## src/rtl/locked_adder_pkg.sv

```systemverilog
// Shared types and default sizes for the key-locked adder arbiter.
package locked_adder_pkg;

    localparam int unsigned WIDTH     = 16;
    localparam int unsigned KEY_W     = 32;
    localparam int unsigned KEY_CNT_W = $clog2(KEY_W) + 1;

    typedef enum logic [2:0] {
        S_NOKEY,
        S_LOAD,
        S_IDLE,
        S_EXEC,
        S_RESP
    } state_e;

endpackage

```

## src/rtl/key_shift_loader.sv

```systemverilog
// Serial LSB-first key shifter with bit counter; commits the full key atomically.
module key_shift_loader #(
    parameter int unsigned KEY_W = 32,
    parameter int unsigned CNT_W = $clog2(KEY_W) + 1
) (
    input  logic             clk_i,
    input  logic             rst_ni,
    input  logic             restart_i,
    input  logic             active_i,
    input  logic             key_valid_i,
    input  logic             key_bit_i,
    output logic             done_o,
    output logic [KEY_W-1:0] key_o
);

    localparam logic [CNT_W-1:0] KeyCnt = CNT_W'(KEY_W);

    logic [KEY_W-1:0] shift_q, shift_d;
    logic [KEY_W-1:0] key_q, key_d;
    logic [CNT_W-1:0] cnt_q, cnt_d;

    always_comb begin
        shift_d = shift_q;
        cnt_d   = cnt_q;
        key_d   = key_q;
        done_o  = active_i & ~restart_i & (cnt_q == KeyCnt);
        // A restart clears only the counter; stale shift bits get overwritten.
        if (restart_i) begin
            cnt_d = '0;
        end else if (active_i && key_valid_i && (cnt_q != KeyCnt)) begin
            shift_d = {key_bit_i, shift_q[KEY_W-1:1]};
            cnt_d   = cnt_q + 1'b1;
        end
        if (done_o) begin
            key_d = shift_q;
        end
    end

    always_ff @(posedge clk_i or negedge rst_ni) begin
        if (!rst_ni) begin
            shift_q <= '0;
            cnt_q   <= '0;
            key_q   <= '0;
        end else begin
            shift_q <= shift_d;
            cnt_q   <= cnt_d;
            key_q   <= key_d;
        end
    end

    assign key_o = key_q;

endmodule

```

## src/rtl/locked_adder_arbiter.sv

```systemverilog
// Shares one key-locked adder between two requesters with round-robin grant
// and a serially provisioned unlock key.
module locked_adder_arbiter
    import locked_adder_pkg::*;
#(
    parameter int unsigned WIDTH = locked_adder_pkg::WIDTH,
    parameter int unsigned KEY_W = locked_adder_pkg::KEY_W
) (
    input  logic             clk_i,
    input  logic             rst_ni,
    input  logic             key_load_i,
    input  logic             key_valid_i,
    input  logic             key_bit_i,
    output logic             key_ready_o,
    input  logic             req0_valid_i,
    input  logic             req1_valid_i,
    output logic             req0_ready_o,
    output logic             req1_ready_o,
    input  logic [WIDTH-1:0] req0_a_i,
    input  logic [WIDTH-1:0] req0_b_i,
    input  logic [WIDTH-1:0] req1_a_i,
    input  logic [WIDTH-1:0] req1_b_i,
    output logic             rsp0_valid_o,
    output logic             rsp1_valid_o,
    input  logic             rsp0_ready_i,
    input  logic             rsp1_ready_i,
    output logic [WIDTH:0]   rsp_sum_o,
    output logic [WIDTH-1:0] add1_o,
    output logic [WIDTH-1:0] add2_o,
    output logic [KEY_W-1:0] keyinput_o,
    input  logic [WIDTH:0]   result_i
);

    localparam int unsigned CntW = $clog2(KEY_W) + 1;

    state_e           state_q, state_d;
    logic             grant_q, grant_d;
    logic [WIDTH-1:0] add1_q, add1_d;
    logic [WIDTH-1:0] add2_q, add2_d;
    logic [WIDTH:0]   sum_q, sum_d;
    logic             restart;
    logic             load_done;
    logic             pick1;

    key_shift_loader #(
        .KEY_W (KEY_W),
        .CNT_W (CntW)
    ) u_key_loader (
        .clk_i       (clk_i),
        .rst_ni      (rst_ni),
        .restart_i   (restart),
        .active_i    (state_q == S_LOAD),
        .key_valid_i (key_valid_i),
        .key_bit_i   (key_bit_i),
        .done_o      (load_done),
        .key_o       (keyinput_o)
    );

    // grant_q holds the last winner; with both valid the other one wins.
    assign pick1 = req1_valid_i & (~req0_valid_i | ~grant_q);

    always_comb begin
        state_d      = state_q;
        grant_d      = grant_q;
        add1_d       = add1_q;
        add2_d       = add2_q;
        sum_d        = sum_q;
        restart      = 1'b0;
        req0_ready_o = 1'b0;
        req1_ready_o = 1'b0;
        case (state_q)
            S_NOKEY: begin
                if (key_load_i) begin
                    restart = 1'b1;
                    state_d = S_LOAD;
                end
            end
            S_LOAD: begin
                if (key_load_i) begin
                    restart = 1'b1;
                end else if (load_done) begin
                    state_d = S_IDLE;
                end
            end
            S_IDLE: begin
                if (key_load_i) begin
                    restart = 1'b1;
                    state_d = S_LOAD;
                end else if (req0_valid_i || req1_valid_i) begin
                    grant_d      = pick1;
                    req0_ready_o = ~pick1;
                    req1_ready_o = pick1;
                    add1_d       = pick1 ? req1_a_i : req0_a_i;
                    add2_d       = pick1 ? req1_b_i : req0_b_i;
                    state_d      = S_EXEC;
                end
            end
            S_EXEC: begin
                sum_d   = result_i;
                state_d = S_RESP;
            end
            S_RESP: begin
                if (grant_q ? rsp1_ready_i : rsp0_ready_i) begin
                    state_d = S_IDLE;
                end
            end
            default: state_d = S_NOKEY;
        endcase
    end

    always_ff @(posedge clk_i or negedge rst_ni) begin
        if (!rst_ni) begin
            state_q <= S_NOKEY;
            grant_q <= 1'b1;
            add1_q  <= '0;
            add2_q  <= '0;
            sum_q   <= '0;
        end else begin
            state_q <= state_d;
            grant_q <= grant_d;
            add1_q  <= add1_d;
            add2_q  <= add2_d;
            sum_q   <= sum_d;
        end
    end

    assign key_ready_o  = (state_q == S_IDLE) | (state_q == S_EXEC) | (state_q == S_RESP);
    assign rsp0_valid_o = (state_q == S_RESP) & ~grant_q;
    assign rsp1_valid_o = (state_q == S_RESP) & grant_q;
    assign rsp_sum_o    = sum_q;
    assign add1_o       = add1_q;
    assign add2_o       = add2_q;

endmodule

```

## config.mk

```make
export PLATFORM = sky130hd
export DESIGN_NAME = locked_adder_arbiter
export DESIGN_NICKNAME = d
export VERILOG_FILES = /design/src/rtl/locked_adder_pkg.sv /design/src/rtl/key_shift_loader.sv /design/src/rtl/locked_adder_arbiter.sv
export SDC_FILE = /design/constraint.sdc
export NUM_CORES = 1
export LEC_CHECK = 0
export ABC_AREA = 1
export CORE_UTILIZATION = 46
export CTS_BUF_LIST = sky130_fd_sc_hd__clkbuf_4
export CTS_CLUSTER_SIZE = 10
export DETAILED_ROUTE_END_ITERATION = 12
export PLACE_DENSITY = 0.78
export SYNTH_ARGS = -nofsm -noshare
export SYNTH_HDL_FRONTEND = slang
export SYNTH_SLANG_ARGS = --single-unit
```

## constraint.sdc

```tcl
create_clock -name clk_i -period 2.55 [get_ports clk_i]
set_input_delay 0.765 -clock clk_i [delete_from_list [all_inputs] [get_ports clk_i]]
set_output_delay 0.765 -clock clk_i [all_outputs]
set_load 0.01 [all_outputs]
```

==> results by group, run 1 <==
Outcome
  • Status: complete, no violations

Placed design
  • Worst setup slack before clock tree synthesis: -0.513 ns
  • Area after detailed placement: 7290 um2
  • DP Wirelength: 9070 um
  • Weighted congestion at the end of routability-driven global placement: 0.826
  • Count of buffers inserted at the top-level ports: 175

Routing
  • Vias: 4496
  • Count of unresolved DRC violations after routing: 0
  • Initial drt markers: 200
  • Pre-antenna DRT Iters: 7
  • Routed WL per cell: 13.6 um
  • Via-to-Cell Ratio: 4.82
  • Wirelength, routed: 12700 um
  • Detail Route Antenna Nets: 0

Setup path
  • Data required time at the worst endpoint: 1.79 ns
  • Crit Path Category: reg2out
  • Worst path arrival time: 1.69 ns
  • CP Max Fanout: 5
  • Critical path capture point type: primary output
  • CP Launch Type: flop

Pwr
  • Leakage component of the power: 3.60 nW
  • Power per Cell Area: 827 nW/um2
  • Maximum resistive drop on vdd: 0.000629 V

Min path
  • HP Class: reg2reg

Clock tree
  • Clock tree buffer depth: 2
  • Clock H-tree levels: 4
  • CTS Root Buffer Type: clkbuf_4
  • Total clock sinks: 123
  • Clock tree from TritonCTS: built
  • Clock buffers created by TritonCTS: 17
  • Worst-skew pair later-pin latency: roughly 0.53 ns
  • Clock-pin slew on the worst setup and hold paths: approximately 0.10 ns

Global route
  • Number of antenna violations at the first check in global routing: 1
  • Overflow left after global routing: 0
  • Maximum number of pins on one net before global-route repair: 69
  • Aggregate global-route resource usage: 22.4%
  • Number of global-route vias before repair: 4446
  • Wire length of the first global-routing pass: about 20000 um

STA
  • Final period util: 96.3%
  • Setup TNS: 0 ns
  • Number of setup violations in the final report: 0
  • Transition at the pin with the smallest max-transition slack: 0.503 ns
  • Final hold violation count: 0
  • Fin crit period: 2.46 ns
  • Number of pins with negative max-slew slack in the final report: 0
  • Highest clock rate: 0.407 GHz
  • Least setup slack across all paths after layout: 0.0940 ns
  • Post-Route Skew: 0.0110 ns
  • Worst slew margin relative to its limit: ~66%

Job
  • # Max-Cap Violations: 0

Finish
  • Most frequent cells in the layout: nand2_1 (222), clkdlybuf4s50_1 (166), dfrtp_1 (119), inv_1 (63), o21ai_1 (37)
  • Area growth from synthesis to layout: 41.0%
  • Most common library cell in the layout ignoring fill and taps: nand2_1
  • Post-layout util: 66.5%
  • Final std cell area, no fill: around 7600 um2
  • Layout Nets: between 800 and 900
  • Share of post-route cells with drive strength above 1: 13.1%
  • Count of fill cells added during filler insertion: roughly 900

Floorplan
  • Core Area: 11400 um2
  • DIE WIDTH: 110 um
  • Number of placement rows: 39
  • Area of the die: around 12000 um2
  • Starting density of the core: 47.2%
  • Boundary pin count: ~180
  • Vertical die dimension: 110 um

Yosys
  • Area share of the largest cell type after synthesis: 56.7%
  • Share of the yosys chip area belonging to registers: 57.2%
  • Average footprint of a synthesized cell: 9.15 um2
  • Yosys warning count: 0
  • Largest area contributor in the netlist: dfrtp_1
  • Post-synth EDFFs: 0
  • Commonest register cell after synthesis: dfrtp_1
  • Async S/R FF share, synth: 100%
  • Number of different library cells in the post-synthesis netlist: 28
  • Number of synthesized register bits: 123
  • Net count of the mapped netlist: about 680
  • Total standard cell area after synthesis: 5390 um2
  • Top area cells in the synthesized netlist: dfrtp_1 (57%), nand2_1 (16%), inv_1 (4.7%)
  • Synthesized instance count: 589
==> cells in the mapped netlist (3+ instances only) <==
library cell,number
buf_2,15
o211ai_1,20
mux2_2,17
nand3_1,15
o21ai_1,37
buf_6,7
nand2_1,223
nor2_1,10
o21ai_2,16
dfrtp_1,122
inv_1,68
xor2_1,3
o21ai_0,15
==> sequential cells by signal, summed over array words and instances, names as in the netlist <==
register,flops
add1_o,16
add2_o,16
grant_q,1
rsp_sum_o,17
state_q,3
u_key_loader.cnt_q,6
u_key_loader.key_o,32
u_key_loader.shift_q,32
==> critical path, cell delays in order, from the launching register on <==
cell and delay (ns):
dfrtp_2 0.46, nor2_2 0.16, nand2_1 0.13, nor2_1 0.11
dlygate4sd2_1 0.30
==> cell families after synthesis <==
logic type | count (synthesis) | synth area share [%]
adder cells (fa/ha/maj) | 2 | 0.465
AND/OR/NAND/NOR | 259 | 19.7
flip-flops | 123 | 57.2
multiplexers | 17 | 3.55
XOR/XNOR | 4 | 0.651
buffers and inverters | 95 | 8.11
AO/OA/AOI/OAI | 89 | 10.4
==> what timing repair did <==
item | in CTS | in global routing
pin swaps | 0 | 3
hold buffers | 1 | 0
endpoints found under the setup margin | 5 | 4
endpoints found under the hold margin | 1 | 0
buffers inserted | 1 | 3
gates resized for setup | 15 | 14
==> path summary, 6_finish.rpt <==
check | cells past startpoint | slack, ns | startpoint | endpoint
max | 4 | 0.09 | state_q[0] | rsp0_valid_o
min | 2 | 0.47 | add1_o[11] | add1_o[11]
max reg2reg | 9 | 0.83 | grant_q | add1_o[9]
min reg2reg | 2 | 0.47 | add1_o[11] | add1_o[11]
max in group asynchronous | 3 | 1.40 | rst_ni | u_key_loader.shift_q[31]
min in group asynchronous | 2 | 0.59 | rst_ni | add2_o[4]
==> layer usage <==
metal	wire [um]	global-route usage [%]	vias to the layer above
met5	0	0	-
met4	403	12.4	0
met3	825	7.88	33
met2	6170	36.3	147
met1	5270	25.9	2080
li1	-	-	2236
==> through the flow <==
step / total power [mW] / std cells / hold WS [ns]
after CTS: 6.32 / 928 / 0.481
after global placement: 4.95 / 896 / 0.454
after detailed placement: 5.04 / 896 / 0.459
after global routing: 6.67 / 932 / 0.507
final: 6.28 / 932 / 0.473
after floorplan: 3.82 / 589 / 0.455
==> power breakdown <==
group          leakage (nW)  internal [mW]  total (mW)  switching, mW
Clock                 0.139          0.559        1.24          0.681
Sequential             1.62           2.43        2.73          0.299
Combinational          1.85           1.21        2.31           1.10
Total                  3.60           4.20        6.28           2.08
==> final cells by class <==
type | count | area [um2] | area share [%]
inverters | 70 | 265 | 3.49
clock inverters | 12 | 108 | 1.42
clock buffers | 18 | 135 | 1.78
diodes | 1 | 2.50 | 0.0329
flip-flops and latches | 123 | 3080 | 40.6
repair buffers | 194 | 1930 | 25.4
multi-input cells | 371 | 1890 | 24.9
well taps | 143 | 179 | 2.36
(Power assumes the default switching activity.)
==> inputs of run 2 (changes only) <==
--- a/config.mk
+++ b/config.mk
@@ -8,6 +8,7 @@
 export ABC_AREA = 1
 export CORE_UTILIZATION = 46
 export CTS_BUF_LIST = sky130_fd_sc_hd__clkbuf_4
+export CTS_CLUSTER_DIAMETER = 60
 export CTS_CLUSTER_SIZE = 10
 export DETAILED_ROUTE_END_ITERATION = 12
 export PLACE_DENSITY = 0.78
==> results of run 2 <==
Same layout as run 1: the final DEF is identical, and so are final timing and power.
==> inputs of run 3 (changes only) <==
--- a/config.mk
+++ b/config.mk
@@ -6,12 +6,14 @@
 export NUM_CORES = 1
 export LEC_CHECK = 0
 export ABC_AREA = 1
+export ABC_CLOCK_PERIOD_IN_PS = 2550
 export CORE_UTILIZATION = 46
 export CTS_BUF_LIST = sky130_fd_sc_hd__clkbuf_4
 export CTS_CLUSTER_DIAMETER = 60
 export CTS_CLUSTER_SIZE = 10
 export DETAILED_ROUTE_END_ITERATION = 12
 export PLACE_DENSITY = 0.78
+export SLEW_MARGIN = 0
 export SYNTH_ARGS = -nofsm -noshare
 export SYNTH_HDL_FRONTEND = slang
 export SYNTH_SLANG_ARGS = --single-unit
==> constraint.sdc (replaced) <==
create_clock -name clk_i -period 2.55 [get_ports clk_i]
set_input_delay 0.51 -clock clk_i [delete_from_list [all_inputs] [get_ports clk_i]]
set_output_delay 0.51 -clock clk_i [all_outputs]
set_load 0.01 [all_outputs]
==> results by group, run 3 (synthesis gave the netlist of run 1 again) <==
STA
  • Final period util: 93.9%
  • Setup TNS: 0 ns
  • Number of pins with negative max-slew slack in the final report: 0
  • Post-Route Skew: 0.0205 ns
  • Highest clock rate: 0.418 GHz
  • Final hold violation count: 0
  • Setup repair after global routing missed its margin: false
  • Final worst hold slack: around 0.48 ns
  • Number of setup violations in the final report: 0
  • Worst slew margin relative to its limit: 63.1%
  • Fin crit period: 2.39 ns
  • Transition at the pin with the smallest max-transition slack: approximately 0.55 ns

Clock tree
  • Setup Fix Bufs, Post-CTS: 0
  • Clock-pin slew on the worst setup and hold paths: 0.10 ns
  • Clock H-tree levels: 4
  • Clock buffers created by TritonCTS: 17
  • Total clock sinks: about 120
  • CTS Root Buffer Type: clkbuf_4
  • Clock tree buffer depth: 2
  • Clock tree from TritonCTS: built
  • Worst-skew pair later-pin latency: approximately 0.50 ns

Global route
  • Overflow left after global routing: 0
  • Wire length of the first global-routing pass: 20400 um
  • Maximum number of pins on one net before global-route repair: ~60
  • Aggregate global-route resource usage: between 20% and 30%
  • Number of global-route vias before repair: 4409
  • Number of antenna violations at the first check in global routing: 1

Floorplan
  • DIE WIDTH: 110 um
  • Boundary pin count: 176
  • Vertical die dimension: 110 um
  • Area of the die: 12100 um2
  • Number of placement rows: 39
  • Core Area: about 11000 um2
  • Starting density of the core: a little under half

Routing
  • Vias: 4459
  • Via-to-Cell Ratio: 4.80
  • Wirelength, routed: 12500 um
  • Pre-antenna DRT Iters: 4
  • Detail Route Antenna Nets: 0
  • Routed WL per cell: approximately 13 um
  • Count of unresolved DRC violations after routing: 0
  • Initial drt markers: a little over 200

Placed design
  • Count of buffers inserted at the top-level ports: 175
  • Weighted congestion at the end of routability-driven global placement: 0.824
  • DP Wirelength: around 9000 um
  • Cell count after placement: 894

Pwr
  • Switching power as a share of total power: 32.9%
  • Maximum resistive drop on vdd: 0.000724 V
  • Leakage component of the power: approximately 3.6 nW
  • Power per Cell Area: 846 nW/um2
  • Share of total power in sequential cells: 42.5%
  • Power spent charging and discharging nets: 2.12 mW
  • Part of the total power dissipated in combinational logic: a little over a third
  • Fraction of power consumed by the clock network: 22.5%
  • Internal: around 4.3 mW

Setup path
  • Reg2Reg Setup Slack: 0.76 ns
  • CP Max Fanout: 5
  • CP Launch Type: flop
  • Crit Path Category: reg2out
  • Critical path capture point type: primary output
  • Worst path arrival time: between 1.5 and 2 ns
  • Data required time at the worst endpoint: just over 2 ns

Finish
  • Filler-free cell count of the finished design: 928
  • Most frequent cells in the layout: nand2_1 (223), clkdlybuf4s50_1 (170), dfrtp_1 (119), inv_1 (68), o21ai_1 (37)
  • Most common library cell in the layout ignoring fill and taps: nand2_1
  • Share of post-route cells with drive strength above 1: between 10% and 20%
  • Area used by multi-input combinational logic: 1880 um2
  • Register Area: 3080 um2
  • Layout Nets: 863
  • Area growth from synthesis to layout: 40.9%
  • Count of fill cells added during filler insertion: ~920

Min path
  • HP Class: reg2reg

Job
  • # Max-Cap Violations: 0

Outcome
  • Status: complete, no violations
==> run 3: changes by cell type in the layout (fill, tap and decap cells not counted), moves of 2 or more <==
cell,change
buf_4,-5
clkinv_1,-5
clkinvlp_4,+5
inv_1,+5
clkdlybuf4s50_1,+4
inv_2,-4
clkinv_2,-2
clkinv_4,+2
nor2_1,+2
nor2_2,-2
==> run 3: final timing paths <==
path	from	end	cells after the start
max in group asynchronous	rst_ni	add2_o[14]	3
setup reg to reg	grant_q	add1_o[14]	7
hold / removal	add1_o[4]	add1_o[4]	2
hold reg to reg	add1_o[4]	add1_o[4]	2
min in group asynchronous	rst_ni	add1_o[1]	2
setup / recovery	state_q[1]	rsp1_valid_o	4
==> run 3: metrics by stage <==
step	util, %	setup WS, ns	cell area [um2]	total power, mW
floorplan	-	0.770	5390	3.82
global placement	63.6	0.0225	7260	4.95
detailed placement	63.6	-0.00877	7260	5.03
CTS	66.4	0.0219	7580	6.50
global route	66.5	0.0151	7590	6.83
finish	66.5	0.155	7590	6.42
==> run 3: cell type report <==
type / instances / share of cell area, %
multi-input combinational: 371 / 24.7
inverter: 70 / 3.46
sequential: 123 / 40.6
clock inverter: 14 / 2.27
clock buffer: 18 / 1.78
tap: 143 / 2.36
timing repair buffer: 188 / 24.7
antenna: 1 / 0.0330
==> run 3: per-layer routing <==
layer / share of wire [%] / global-route usage, % / up-vias
met2: 50 / 37.7 / 117
li1: - / - / 2222
met3: 5.7 / 8.00 / 17
met1: 42 / 26.1 / 2103
met5: 0 / 0 / -
met4: 1.6 / 7.80 / 0
==> run 3: what timing repair did <==
action	in CTS	in global routing
hold buffers	1	0
hold endpoints to repair	37	0
endpoints found under the setup margin	2	3
resized for setup	4	3
==> run 3: worst max-delay path: stages, from the launching register on <==
cell,delay (ns)
dfrtp_2,0.46
nor2_1,0.19
nand3_1,0.13
inv_1,0.08
clkdlybuf4s50_1,0.54
==> run 3: power by group through the flow <==
stage          Clock [mW]  Combinational, mW  Sequential [mW]
6_report             1.45               2.25             2.73
5_1_grt              1.58               2.46             2.79
4_1_cts              1.49               2.28             2.73
3_5_place_dp            0               2.28             2.75
3_3_place_gp            0               2.22             2.72
2_1_floorplan           0              0.925             2.89
